[config.mk]
export PLATFORM = sky130hd
export DESIGN_NAME = bit_clmul_arbiter
export DESIGN_NICKNAME = d
export VERILOG_FILES = /design/src/rtl/bit_clmul_arbiter.sv
export SDC_FILE = /design/constraint.sdc
export NUM_CORES = 1
export LEC_CHECK = 0
export BUFFER_PORTS_ARGS = -buffer_cell sky130_fd_sc_hd__buf_2
export CAP_MARGIN = 40
export CORE_AREA = 2 2 105 107
export CTS_CLUSTER_SIZE = 8
export DETAILED_ROUTE_END_ITERATION = 8
export DIE_AREA = 0 0 107 109
export GPL_TIMING_DRIVEN = 0
export HOLD_SLACK_MARGIN = 0.05
export PLACE_DENSITY = 0.81
export SYNTH_ARGS = -nofsm -noshare
export SYNTH_HDL_FRONTEND = slang
export SYNTH_SLANG_ARGS = --single-unit
[constraint.sdc]
create_clock -name clock -period 4.04 [get_ports clock]
set_input_delay 0.404 -clock clock [delete_from_list [all_inputs] [get_ports clock]]
set_output_delay 0.404 -clock clock [all_outputs]
set_load 0.05 [all_outputs]
[src/rtl/bit_clmul_arbiter.sv]
`default_nettype none
// ============================================================================
//  Module   : bit_clmul_arbiter
//  Purpose  : Shares one multi-cycle carry-less multiply unit between two
//             issue lanes. Round-robin arbitration on ties, operand latching,
//             flush handling (unit runs to completion, result dropped) and
//             registered result return to the winning lane.
//  Revision : 1.0 - initial release
// ============================================================================
module bit_clmul_arbiter #(
   parameter int XLEN = 32
) (
   input  logic            clock,
   input  logic            reset,        // asynchronous, active-low

   input  logic            req0_valid,
   input  logic [2:0]      req0_op,
   input  logic [XLEN-1:0] req0_rdata1,
   input  logic [XLEN-1:0] req0_rdata2,

   input  logic            req1_valid,
   input  logic [2:0]      req1_op,
   input  logic [XLEN-1:0] req1_rdata1,
   input  logic [XLEN-1:0] req1_rdata2,

   input  logic            flush,

   output logic            req0_done,
   output logic            req1_done,
   output logic [XLEN-1:0] result,
   output logic            busy,

   output logic            unit_enable,
   output logic [2:0]      unit_op,
   output logic [XLEN-1:0] unit_rdata1,
   output logic [XLEN-1:0] unit_rdata2,
   input  logic [XLEN-1:0] unit_result,
   input  logic            unit_ready
);

   typedef enum logic [2:0] {
      S_IDLE  = 3'd0,
      S_ISSUE = 3'd1,
      S_WAIT  = 3'd2,
      S_DRAIN = 3'd3,
      S_DONE  = 3'd4
   } state_t;

   // Reduce a possibly multi-hot op to one-hot with clmul > clmulh > clmulr.
   function automatic logic [2:0] norm_op(input logic [2:0] op);
      logic [2:0] n;
      n = 3'b000;
      if (op[0])      n = 3'b001;
      else if (op[1]) n = 3'b010;
      else if (op[2]) n = 3'b100;
      return n;
   endfunction

   state_t            state_q, state_d;
   logic              last_q, last_d;        // lane granted most recently
   logic              grant_q, grant_d;      // lane owning the current op
   logic [2:0]        op_q, op_d;
   logic [XLEN-1:0]   rdata1_q, rdata1_d;
   logic [XLEN-1:0]   rdata2_q, rdata2_d;
   logic [XLEN-1:0]   result_q, result_d;
   logic              done0_q, done0_d;
   logic              done1_q, done1_d;
   logic              enable_q, enable_d;
   logic              busy_q, busy_d;

   logic              elig0;
   logic              elig1;
   logic              pick1;                 // 1 when lane 1 wins this cycle

   // Lane eligibility and round-robin winner selection.
   always_comb begin
      elig0 = req0_valid && (req0_op != 3'b000);
      elig1 = req1_valid && (req1_op != 3'b000);
      // Lane 1 wins when it is the only candidate, or on a tie when lane 0
      // was served last.
      pick1 = elig1 && (!elig0 || !last_q);
   end

   // Next-state, operand latching and registered output decode.
   always_comb begin
      state_d  = state_q;
      last_d   = last_q;
      grant_d  = grant_q;
      op_d     = op_q;
      rdata1_d = rdata1_q;
      rdata2_d = rdata2_q;
      result_d = result_q;

      case (state_q)
         S_IDLE: begin
            if (!flush && (elig0 || elig1)) begin
               state_d = S_ISSUE;
               grant_d = pick1;
               last_d  = pick1;
               if (pick1) begin
                  op_d     = norm_op(req1_op);
                  rdata1_d = req1_rdata1;
                  rdata2_d = req1_rdata2;
               end else begin
                  op_d     = norm_op(req0_op);
                  rdata1_d = req0_rdata1;
                  rdata2_d = req0_rdata2;
               end
            end
         end

         S_ISSUE: begin
            state_d = flush ? S_DRAIN : S_WAIT;
         end

         S_WAIT: begin
            if (unit_ready) begin
               // A flush coinciding with completion drops the result.
               if (flush) begin
                  state_d = S_IDLE;
               end else begin
                  result_d = unit_result;
                  state_d  = S_DONE;
               end
            end else if (flush) begin
               state_d = S_DRAIN;
            end
         end

         S_DRAIN: begin
            // The unit cannot be aborted; wait for it, then discard.
            if (unit_ready) begin
               state_d = S_IDLE;
            end
         end

         S_DONE: begin
            state_d = S_IDLE;
         end

         default: begin
            state_d = S_IDLE;
         end
      endcase

      // Outputs are decoded from the next state so they leave flops.
      enable_d = (state_d == S_ISSUE);
      busy_d   = (state_d != S_IDLE);
      done0_d  = (state_d == S_DONE) && !grant_d;
      done1_d  = (state_d == S_DONE) &&  grant_d;
   end

   // State and output registers; reset returns everything to idle/zero.
   always_ff @(posedge clock or negedge reset) begin
      if (!reset) begin
         state_q  <= S_IDLE;
         last_q   <= 1'b1;
         grant_q  <= 1'b0;
         op_q     <= 3'b000;
         rdata1_q <= '0;
         rdata2_q <= '0;
         result_q <= '0;
         done0_q  <= 1'b0;
         done1_q  <= 1'b0;
         enable_q <= 1'b0;
         busy_q   <= 1'b0;
      end else begin
         state_q  <= state_d;
         last_q   <= last_d;
         grant_q  <= grant_d;
         op_q     <= op_d;
         rdata1_q <= rdata1_d;
         rdata2_q <= rdata2_d;
         result_q <= result_d;
         done0_q  <= done0_d;
         done1_q  <= done1_d;
         enable_q <= enable_d;
         busy_q   <= busy_d;
      end
   end

   assign req0_done   = done0_q;
   assign req1_done   = done1_q;
   assign result      = result_q;
   assign busy        = busy_q;
   assign unit_enable = enable_q;
   assign unit_op     = op_q;
   assign unit_rdata1 = rdata1_q;
   assign unit_rdata2 = rdata2_q;

endmodule
`default_nettype wire

# Word level (Yosys, flattened, before mapping)
# Index checks and enable logic that the tools add are counted.
[classes]
eq_ne = 5
muxes = 18
n_bitwise = 1
reduce_logical = 18
[op_table]
columns = ["cell", "count"]
rows = [
  ["2-to-1 mux 32 bit", 2],
  ["2-to-1 mux 3 bit", 12],
  ["case mux 3 bit (4 select lines)", 1],
  ["nonzero test 3 bit", 3],
  ["== test 3 x 1 -> 1 bit, second input constant", 2],
  ["== test 3 x 2 -> 1 bit, second input constant", 2],
  ["logical AND 1 bit", 6],
  ["logical NOT 1 bit", 4],
  ["== test 3 bit, second input constant", 1],
  ["logical NOT 3 bit", 1],
  ["2-to-1 mux 1 bit", 3],
  ["AND reduction 3 bit", 1],
  ["logical OR 1 bit", 2],
  ["AND reduction 2 bit", 1],
  ["NOT 1 bit", 1],
]
[word_totals]
ff_bits = 108
in_bits = 172
output_inout_bits = 103

# Depth between registers and ports, before layout
# Gate-level depths: netlist of run 1.
[logic_depth]
word_depth = 9
depth_mapped = 6

# Least setup slack after synthesis of run 1
# No wires, ideal clock.
[synth_path]
path_type = "flip-flop to flip-flop"
start = "register state_q[2]"
end = "register result_q[10], in the netlist result[10]"
arrival_ns = 1.652
path_slack_ns = 2.263
path_stages_with_launch = 4
path_buffers = 1
path_cell_list = "dfrtp_1 > nor4_2 > buf_2 > mux2_2"
[synth_via]
elab_chain_len = 2
[synth_lines]
columns = ["element", "line", "text"]
rows = [
  ["from (decl)", "59", "state_t state_q, state_d;"],
  ["from (signal assigned)", "168", "state_q <= state_d;"],
  ["== test 3 x 2 -> 1 bit", "94", "case (state_q)"],
  ["AND reduction 3 bit (no source line)", "--", ""],
  ["to (signal assigned)", "174", "result_q <= result_d;"],
  ["to (decl)", "65", "logic [XLEN-1:0] result_q, result_d;"],
]
# No other way between the ends.
# A chain may end at the register's enable or synchronous reset.

# Worst setup path in the final report of run 1
[layout_path]
start = "register state_q[1]"
end = "register rdata2_q[15], in the netlist unit_rdata2[15]"
[layout_via]
elab_chain_len = 2
[layout_lines]
columns = ["element", "line", "text"]
rows = [
  ["logical NOT 3 bit", "94", ""],
  ["AND reduction 2 bit (no source line)", "--", ""],
  ["to (signal assigned)", "173", "rdata2_q <= rdata2_d;"],
  ["to (decl)", "64", "logic [XLEN-1:0] rdata2_q, rdata2_d;"],
]
# No other way between the ends.

==> results of run 1 <==
==> synthesized netlist by cell type <==
master and n:
buf_2 15, mux2_2 32, a21oi_4 1, clkbuf_1 8
mux2i_1 1, o21ai_0 2, dfstp_2 1, nor2_1 68
o32ai_1 1, nor4_2 1, nand2_1 133, o31a_1 1
a31oi_1 67, or4_1 1, nor2b_1 1, dfrtp_1 107
or3_1 1, a41oi_1 1, buf_4 7, buf_1 2
nand3b_1 2, o31ai_1 3, inv_1 2, nand2b_1 1
a21o_1 3, and2_1 1, a21oi_1 1
==> through the flow <==
stage,area (µm²),std cells
final,6370,896
after global routing,6370,896
after CTS,6370,896
after detailed placement,6170,880
after global placement,6130,878
after floorplan,4580,464
==> final cells by class <==
| class | instances | area, µm² |
|---|---|---|
| Buffer | 32 | 165 |
| Clock buffer | 10 | 138 |
| Clock inverter | 6 | 68.8 |
| Fill cell | 924 | 4230 |
| Inverter | 2 | 7.51 |
| Multi-Input combinational cell | 322 | 1710 |
| Sequential cell | 108 | 2700 |
| Tap cell | 140 | 175 |
| Timing Repair Buffer | 276 | 1410 |
==> layer usage <==
layer  vias to the layer above  GRT usage [%]
li1                       2143              -
met1                      2127           29.0
met2                       225           43.1
met3                        28           4.00
met4                         2           8.91
met5                         -              0
==> power by group <==
group / internal [mW] / switching, mW
sequential: 1.61 / 0.289
clock: 0.310 / 0.378
combinational: 0.847 / 2.57
total: 2.77 / 3.24
==> kinds of logic after synthesis <==
family                 after synthesis  share of synthesized area (%)
muxes                               33                           8.08
and+or+nand+nor                    209                           17.8
buffers and inverters               34                           3.77
DFF                                108                           59.0
AOI/OAI and AO/OA                   80                           11.4
==> how the worst max path moves through the flow <==
stage | startpoint | end | slack, ns | cells past startpoint
finish | state_q[1] | unit_rdata2[15] | 1.87 | 6
global route | state_q[1] | unit_rdata2[15] | 1.70 | 6
CTS | state_q[1] | unit_rdata2[10] | 1.82 | 6
detailed placement | req0_op[1] | unit_rdata2[15] | 1.53 | 7
global placement | reset | unit_rdata1[6] | 1.42 | 1
floorplan | state_q[2] | result[10] | 2.26 | 3
==> state kept, by name, indices dropped and copies added (netlist names), 3 cells and up <==
name and flops:
unit_rdata1 32, unit_op 3, result 32, state_q 3
unit_rdata2 32
==> metrics.md, run 1 <==
| Metric | Value |
|---|---|
| Syn Nets | roughly 640 |
| VDD IR max | ~0.65 mV |
| Max Cap Violations | 0 |
| Worst slew pin tran | approximately 0.77 ns |
| Share of layout cells above drive strength 1 | between 40% and 50% |
| Worst R2R Setup Slack | 1.87 ns |
| RSZ-0062 raised after global routing | no |
| Total setup buffers inserted after CTS | 0 |
| Status | finished, final reports clean |
| # rows | 38 |
| Worst reg2reg path startpoint | state_q[1] |
| Crit. End Element | flop |
| Die Ht | roughly 110 µm |
| IO Count | between 200 and 300 |
| Crit path top cell by count | buf_4 |
| Data required time of the worst path | about 4.3 ns |
| Hold crit path type | primary input to async pin |
| Synth-to-layout area growth | 39.1% |
| Setup slack after placement | about 1.5 ns |
| Clock root buffer | clkbuf_8 |
| Delay-heaviest family, CP | buffers and inverters |
| CTS buffer count | 9 |
| Bufs on Longest Clock Path | 2 |
| Diodes inserted | 0 |
| DRT iter0 DRCs | about 340 |
| Hold_ws | about 0.057 ns |
| Metal-1 WL | roughly 5600 µm |
| GRT overflow | 0 |
| # DRC | 0 |
| First-pass GRT wire length | between 20000 and 25000 µm |
| Hold buffer count at CTS | 0 |
| IO Port Bufs | approximately 270 |
| Total Power | 6.01 mW |
| PostCTS Resize Cnt | 0 |
| Metal2 WL | roughly 7000 µm |
| P_leak | approximately 3.2 nW |
| Final worst slack | around 1.9 ns |
| Final RePlAce weighted congestion | between 0.9 and 1 |
| Hold Fails Final Rpt | 0 |
| Critical path, cell by cell | or4_1 -> clkbuf_1 -> a21oi_4 -> buf_4 -> buf_4 -> a31oi_1 |
| Peak Freq | 0.461 GHz |
| CTS tree | built |
| Number of nets in the layout | roughly 920 |
| Synth Register Bits | approximately 110 |
| Area contributors post-synth | dfrtp_1, nand2_1, a31oi_1, mux2_2, nor2_1 |
| Die X | 107 µm |
| Post-synthesis sequential area ratio | between 50% and 60% |
| Syn_area_per_cell | ~9.9 µm² |
| Fin crit share | between 50% and 60% |
| Clock slew at reported path FFs | 0.11 ns |
| Detailed Route WL | ~14000 µm |
| Critical Path AT | approximately 2.4 ns |
| Skew-Pair Late Insertion Delay | 0.36 ns |
| Worst reg2reg path endpoint | unit_rdata2[15] |
| Largest net degree at the start of global routing | 61 |
| Slew Viols, Final | 0 |
| Yosys top cell by area | dfrtp_1 |
| Synthesized area | 4580 µm² |
| Post-layout util | about 60% |
| Setup TNS | 0 ns |
| Yosys top cell area share | approximately three fifths |
| Crit path kind | flop to flop |
| Starting density of the core | ~43% |
| Die area | about 12000 µm² |
| Netlist cell types | 27 |
| Skew final | roughly 0.0088 ns |
| H-tree depth | 3 |
| DR vias | ~4.5k |
| Vias in the first global route | between 4k and 5k |
| Rel. slew slack | ~48% |
| R2R depth | 6 |
| Worst setup SP type | flop |
| Crit path largest cell delay | roughly 0.54 ns |
| Total GRT Usage | a little under a quarter |
| Final setup viols | 0 |
| Tmin final | 2.17 ns |
| CTS Sinks | roughly 110 |
| Buf/Inv on CP | 3 |
| Avg Vias per Cell | between 5 and 6 |
| Antenna violations before repair | 1 |
| Most frequent cells in the layout | buf_2, nand2_1, dfrtp_1 |
| Wire length on met3 | 997 µm |
| Worst path slowest cell | or4_1 |
| Power Density | around 940 nW/µm² |
| Dpl hpwl | about 11000 µm |
| Antenna viol nets, final | 0 |
| Max FO, Critical Path | 10 |
| Core area | approximately 11000 µm² |
| Post-Synthesis Cells | about 460 |
| Top layer used by detailed routing | met5 |
| Commonest non-fill, non-tap cell in the layout | buf_2 |
| WL/cell | ~16 µm |
| Drt pass-1 iters | 4 |
| Total of warnings raised by yosys | 0 |
Note: power is estimated with default switching activity, not from simulation.
==> run 2: changes to the inputs <==
--- a/config.mk
+++ b/config.mk
@@ -7,13 +7,14 @@
 export LEC_CHECK = 0
 export BUFFER_PORTS_ARGS = -buffer_cell sky130_fd_sc_hd__buf_2
 export CAP_MARGIN = 40
-export CORE_AREA = 2 2 105 107
+export CORE_ASPECT_RATIO = 0.9
+export CORE_MARGIN = 2
+export CORE_UTILIZATION = 43
 export CTS_CLUSTER_SIZE = 8
 export DETAILED_ROUTE_END_ITERATION = 8
-export DIE_AREA = 0 0 107 109
 export GPL_TIMING_DRIVEN = 0
 export HOLD_SLACK_MARGIN = 0.05
-export PLACE_DENSITY = 0.81
+export PLACE_DENSITY = 0.8
 export SYNTH_ARGS = -nofsm -noshare
 export SYNTH_HDL_FRONTEND = slang
 export SYNTH_SLANG_ARGS = --single-unit
==> constraint.sdc (replaced) <==
create_clock -name clock -period 2 [get_ports clock]
set_input_delay 0.2 -clock clock [delete_from_list [all_inputs] [get_ports clock]]
set_output_delay 0.2 -clock clock [all_outputs]
set_load 0.05 [all_outputs]
==> run 2 against run 1 <==
Via count fell by 1.6%. Register-to-register slack got worse by 1.8 ns. Clock skew rose by 0.0036 ns. Global-route usage barely moved. Count of clock-buffer cells in the layout fell by 1. Core utilization rose by 3.6 points. Combinational power rose by 100%. Maximum frequency rose by 14%. Cell count fell by 1.0%. Final area rose by 2.8%. Die area fell by 1.4%. Largest cell class unchanged.
==> metrics.md, run 2 (synthesis results as in run 1) <==
| Metric | Value |
|---|---|
| Bufs on Longest Clock Path | 2 |
| First-pass GRT wire length | ~22000 µm |
| Synth-to-layout area growth | 43.0% |
| VDD IR max | roughly 1.5 mV |
| Setup slack after placement | -0.262 ns |
| WL/cell | 15.7 µm |
| Hold crit path type | primary input to flop |
| Detailed Route WL | 13900 µm |
| Peak Freq | 0.524 GHz |
| Clock slew at reported path FFs | approximately 0.080 ns |
| Critical path, cell by cell | or4_4 -> a21oi_4 -> buf_4 -> clkbuf_4 -> nor2_1 -> a31oi_1 |
| P_leak | between 3 and 4 nW |
| Rel. slew slack | between 50% and 60% |
| Share of layout cells above drive strength 1 | around 47% |
| Crit. Startpoint | state_q[2] |
| # DRC | 0 |
| Final setup viols | 0 |
| H-tree depth | 3 |
| Critical Path AT | between 2 and 2.5 ns |
| Max FO, Critical Path | 10 |
| RSZ-0062 raised after global routing | yes |
| Most frequent cells in the layout | buf_2, nand2_1, dfrtp_1 |
| Worst reg2reg path startpoint | state_q[2] |
| IO Count | about 280 |
| Fillers | 857 |
| Crit path kind | flop to flop |
| Max Cap Violations | 0 |
| Hold path start | unit_result[5] |
| Number of nets in the layout | 925 |
| Buf/Inv on CP | 2 |
| Final worst slack | 0.0915 ns |
| Setup TNS | 0 ns |
| Antenna viol nets, final | 0 |
| IO Port Bufs | roughly 270 |
| Largest net degree at the start of global routing | 61 |
| Core area | around 10000 µm² |
| Starting density of the core | between 40% and 50% |
| Drt pass-1 iters | 4 |
| Worst path slowest cell | or4_4 |
| Multi-input logic area | approximately 1700 µm² |
| Clock root buffer | clkbuf_16 |
| Avg Vias per Cell | approximately 5.0 |
| Worst setup SP type | flop |
| Die area | roughly 12000 µm² |
| Delay-heaviest family, CP | simple AND/OR/NAND/NOR gates |
| Worst R2R Setup Slack | just over 0.09 ns |
| Die X | ~110 µm |
| Die Ht | a little over 100 µm |
| DP Area | ~6000 µm² |
| CTS tree | built |
| Vias in the first global route | 4516 |
| # rows | 35 |
| Finished Cell Area | 6560 µm² |
| DRT iter0 DRCs | 204 |
| Reg area | 2700 µm² |
| CTS buffer count | 9 |
| Data required time of the worst path | around 2.3 ns |
| Dpl hpwl | 10600 µm |
| CTS Sinks | between 100 and 150 |
| Status | finished, final reports clean |
| Fin crit share | 95.4% |
| Slew Viols, Final | 0 |
| Skew-Pair Late Insertion Delay | between 0.3 and 0.4 ns |
| Hold Fails Final Rpt | 0 |
| Total GRT Usage | a little under a quarter |
| Crit path largest cell delay | 0.59 ns |
| Commonest non-fill, non-tap cell in the layout | buf_2 |
| Power Density | around 2000 nW/µm² |
| DR vias | 4453 |
| GRT overflow | 0 |
| Skew final | 0.0124 ns |
| Crit. End Element | flop |
| Final RePlAce weighted congestion | about 0.85 |
| Worst slew pin tran | just under 0.7 ns |
| Hold_ws | roughly 0.08 ns |
| Total Power | approximately 13 mW |
| Tmin final | approximately 1.9 ns |
| Diodes inserted | 0 |
| Antenna violations before repair | 0 |
==> run 2: stage by stage <==
stage,util [%],std cells
floorplan,-,464
global placement,59.4,867
detailed placement,59.7,868
CTS,63.5,888
global route,63.7,887
finish,63.7,887
==> run 2: repair_timing <==
item / in CTS / in global routing
gates cloned: 0 / 0
endpoints found under the setup margin: 94 / 46
buffers inserted: 4 / 0
hold buffers: 1 / 0
endpoints found under the hold margin: 47 / 0
pin swaps: 0 / 1
gates resized for setup: 4 / 9
==> run 2: final cells by class <==
class,count,area share (%)
Tap cell,129,2.46
Timing Repair Buffer,280,22.2
Sequential cell,108,41.2
Multi-Input combinational cell,322,26.2
Buffer,30,2.75
Clock inverter,7,1.53
Clock buffer,9,3.44
Inverter,2,0.115
==> run 2: power breakdown <==
group	leakage [nW]	total (mW)	internal [mW]	switching, mW
clock network	0.158	1.92	1.02	0.898
logic	1.92	6.98	1.77	5.21
registers	1.25	3.85	3.26	0.590
total	3.32	12.7	6.05	6.70
==> run 2: path summary, 6_finish.rpt <==
kind,to,cells past startpoint
worst max register to register,unit_rdata2[26],6
worst min-delay path,result[5],2
min in group asynchronous,result[24],2
worst max-delay path,unit_rdata2[26],6
worst min register to register,req0_done,1
max in group asynchronous,unit_rdata2[17],3
==> run 2: metal layers <==
metal  track usage (%)  wire length, µm
met1              29.6             5630
met3              4.80              926
met2              43.5             7140
met4              6.47              234
met5                 0                0
==> run 3: changes to the inputs <==
--- a/config.mk
+++ b/config.mk
@@ -7,14 +7,15 @@
 export LEC_CHECK = 0
 export BUFFER_PORTS_ARGS = -buffer_cell sky130_fd_sc_hd__buf_2
 export CAP_MARGIN = 40
+export CELL_PAD_IN_SITES_DETAIL_PLACEMENT = 0
+export CELL_PAD_IN_SITES_GLOBAL_PLACEMENT = 1
 export CORE_ASPECT_RATIO = 0.9
 export CORE_MARGIN = 2
-export CORE_UTILIZATION = 43
+export CORE_UTILIZATION = 31
 export CTS_CLUSTER_SIZE = 8
 export DETAILED_ROUTE_END_ITERATION = 8
-export GPL_TIMING_DRIVEN = 0
 export HOLD_SLACK_MARGIN = 0.05
-export PLACE_DENSITY = 0.8
+export PLACE_DENSITY_LB_ADDON = 0.1
 export SYNTH_ARGS = -nofsm -noshare
 export SYNTH_HDL_FRONTEND = slang
 export SYNTH_SLANG_ARGS = --single-unit
==> run 3 against run 2 <==
Cell count increased by 6.0%. Worst setup slack improved by 0.057 ns. Count of clock-buffer cells in the layout unchanged. Routed wire length increased by 1.3%. Critical path type unchanged.
==> metrics.md, run 3 (synthesis results as in run 1) <==
| Metric | Value |
|---|---|
| Rel. slew slack | between 70% and 80% |
| Largest net degree at the start of global routing | between 80 and 90 |
| Fin crit share | about 90% |
| Antenna violations before repair | 2 |
| Total Power | 12.5 mW |
| WL/cell | 15.0 µm |
| IO Port Bufs | 274 |
| VDD IR max | 0.882 mV |
| IO Count | between 200 and 300 |
| Dpl hpwl | 10200 µm |
| Clock root buffer | clkbuf_16 |
| CTS tree | built |
| Core area | roughly 15000 µm² |
| Commonest non-fill, non-tap cell in the layout | buf_2 |
| # DRC | 0 |
| P_leak | 3.27 nW |
| Peak Freq | 0.540 GHz |
| Worst slew pin tran | 0.434 ns |
| Final setup viols | 0 |
| Starting density of the core | a little under a third |
| Bufs on Longest Clock Path | 2 |
| Antenna viol nets, final | 0 |
| Synth-to-layout area growth | 44.5% |
| Vias in the first global route | ~4.3k |
| H-tree depth | 3 |
| CTS buffer count | 9 |
| Drt pass-1 iters | 4 |
| Number of nets in the layout | ~910 |
| Setup TNS | 0 ns |
| DRT iter0 DRCs | around 170 |
| Hold crit path type | primary input to flop |
| Hold depth | 2 |
| Status | finished, final reports clean |
| Final RePlAce weighted congestion | between 0.7 and 0.8 |
| Power Density | 1890 nW/µm² |
| Share of layout cells above drive strength 1 | 46.5% |
| Tmin final | between 1.5 and 2 ns |
| GRT overflow | 0 |
| Slew Viols, Final | 0 |
| # rows | 42 |
| Crit. End Element | flop |
| RSZ-0062 raised after global routing | no |
| Crit path kind | flop to flop |
| Most frequent cells in the layout | buf_2, nand2_1, dfrtp_1 |
| CTS Sinks | between 100 and 150 |
| Detailed Route WL | around 14000 µm |
| R2R depth | 6 |
| Die area | ~16000 µm² |
| Worst setup SP type | flop |
| Data required time of the worst path | about 2.3 ns |
| Hold Fails Final Rpt | 0 |
| Skew final | 0.00838 ns |
| Die Ht | about 120 µm |
| DR vias | around 4.4k |
| Max FO, Critical Path | between 40 and 50 |
| Critical Path AT | between 2 and 2.5 ns |
| Avg Vias per Cell | 4.64 |
| Total GRT Usage | between 10% and 20% |
| First-pass GRT wire length | ~22000 µm |
| Die X | 132 µm |
| Clock slew at reported path FFs | ~0.080 ns |
| Skew-Pair Late Insertion Delay | between 0.3 and 0.4 ns |
| Max Cap Violations | 0 |
## run 3: cell types whose count changed in the layout (fill, tap and decap cells not counted), sizes merged
| cell | delta |
|---|---|
| bufinv | -1 |
| clkbuf | -10 |
| clkinv | -1 |
| buf | -8 |
| clkinvlp | +2 |
| diode | +2 |
## run 3: worst paths after layout
path | start | to | slack [ns]
setup / recovery | state_q[1] | unit_rdata2[31] | 0.15
hold / removal | unit_result[8] | result[8] | 0.08
setup reg to reg | state_q[1] | unit_rdata2[31] | 0.15
hold reg to reg | grant_q | req0_done | 0.48
max in group asynchronous | reset | last_q | 1.11
min in group asynchronous | reset | result[26] | 0.29
## run 3: critical path, cell delays in order, from the launching register on
cell and delay, ns:
dfrtp_1 0.42, or4_1 0.61, a21oi_4 0.17, buf_12 0.15, buf_12 0.20, nor2_1 0.06
a31oi_1 0.15
## run 3: area by class of cell
class,count,area [µm²]
Inverter,2,7.51
Multi-Input combinational cell,322,1730
Clock inverter,7,57.6
Clock buffer,9,225
Sequential cell,108,2700
Fill cell,1458,7940
Tap cell,198,248
Antenna cell,2,5.00
Timing Repair Buffer,292,1650
## run 3: through the flow
stage | area, µm² | setup WS (ns) | utilization, % | std cells | hold slack [ns]
after floorplan | 4580 | 0.223 | - | 464 | -0.0956
after global placement | 6250 | 0.172 | 43.0 | 918 | 0.0987
after detailed placement | 6250 | 0.0805 | 43.0 | 918 | 0.0982
after CTS | 6550 | 0.0560 | 45.0 | 935 | 0.0588
after global routing | 6620 | 0.0384 | 45.5 | 940 | 0.0682
final | 6620 | 0.148 | 45.5 | 940 | 0.0774
## run 3: metal layers
layer	global-route usage (%)	up-vias	share of wire, %
met5	0	-	0
met4	6.45	0	2.2
met3	4.81	20	6.5
met2	29.2	174	48
met1	21.7	2047	43
li1	-	2118	-
## run 3: power breakdown
group          switching [mW]  internal [mW]  total (mW)
clock                   0.846          0.866        1.71
combinational            5.19           1.79        6.98
sequential              0.534           3.25        3.79
## run 3: repair_timing
action / in CTS / in global routing
setup buffers: 0 / 1
setup endpoints to repair: 0 / 33
gates resized for setup: 0 / 0
hold buffers: 1 / 0
hold endpoints to repair: 18 / 0
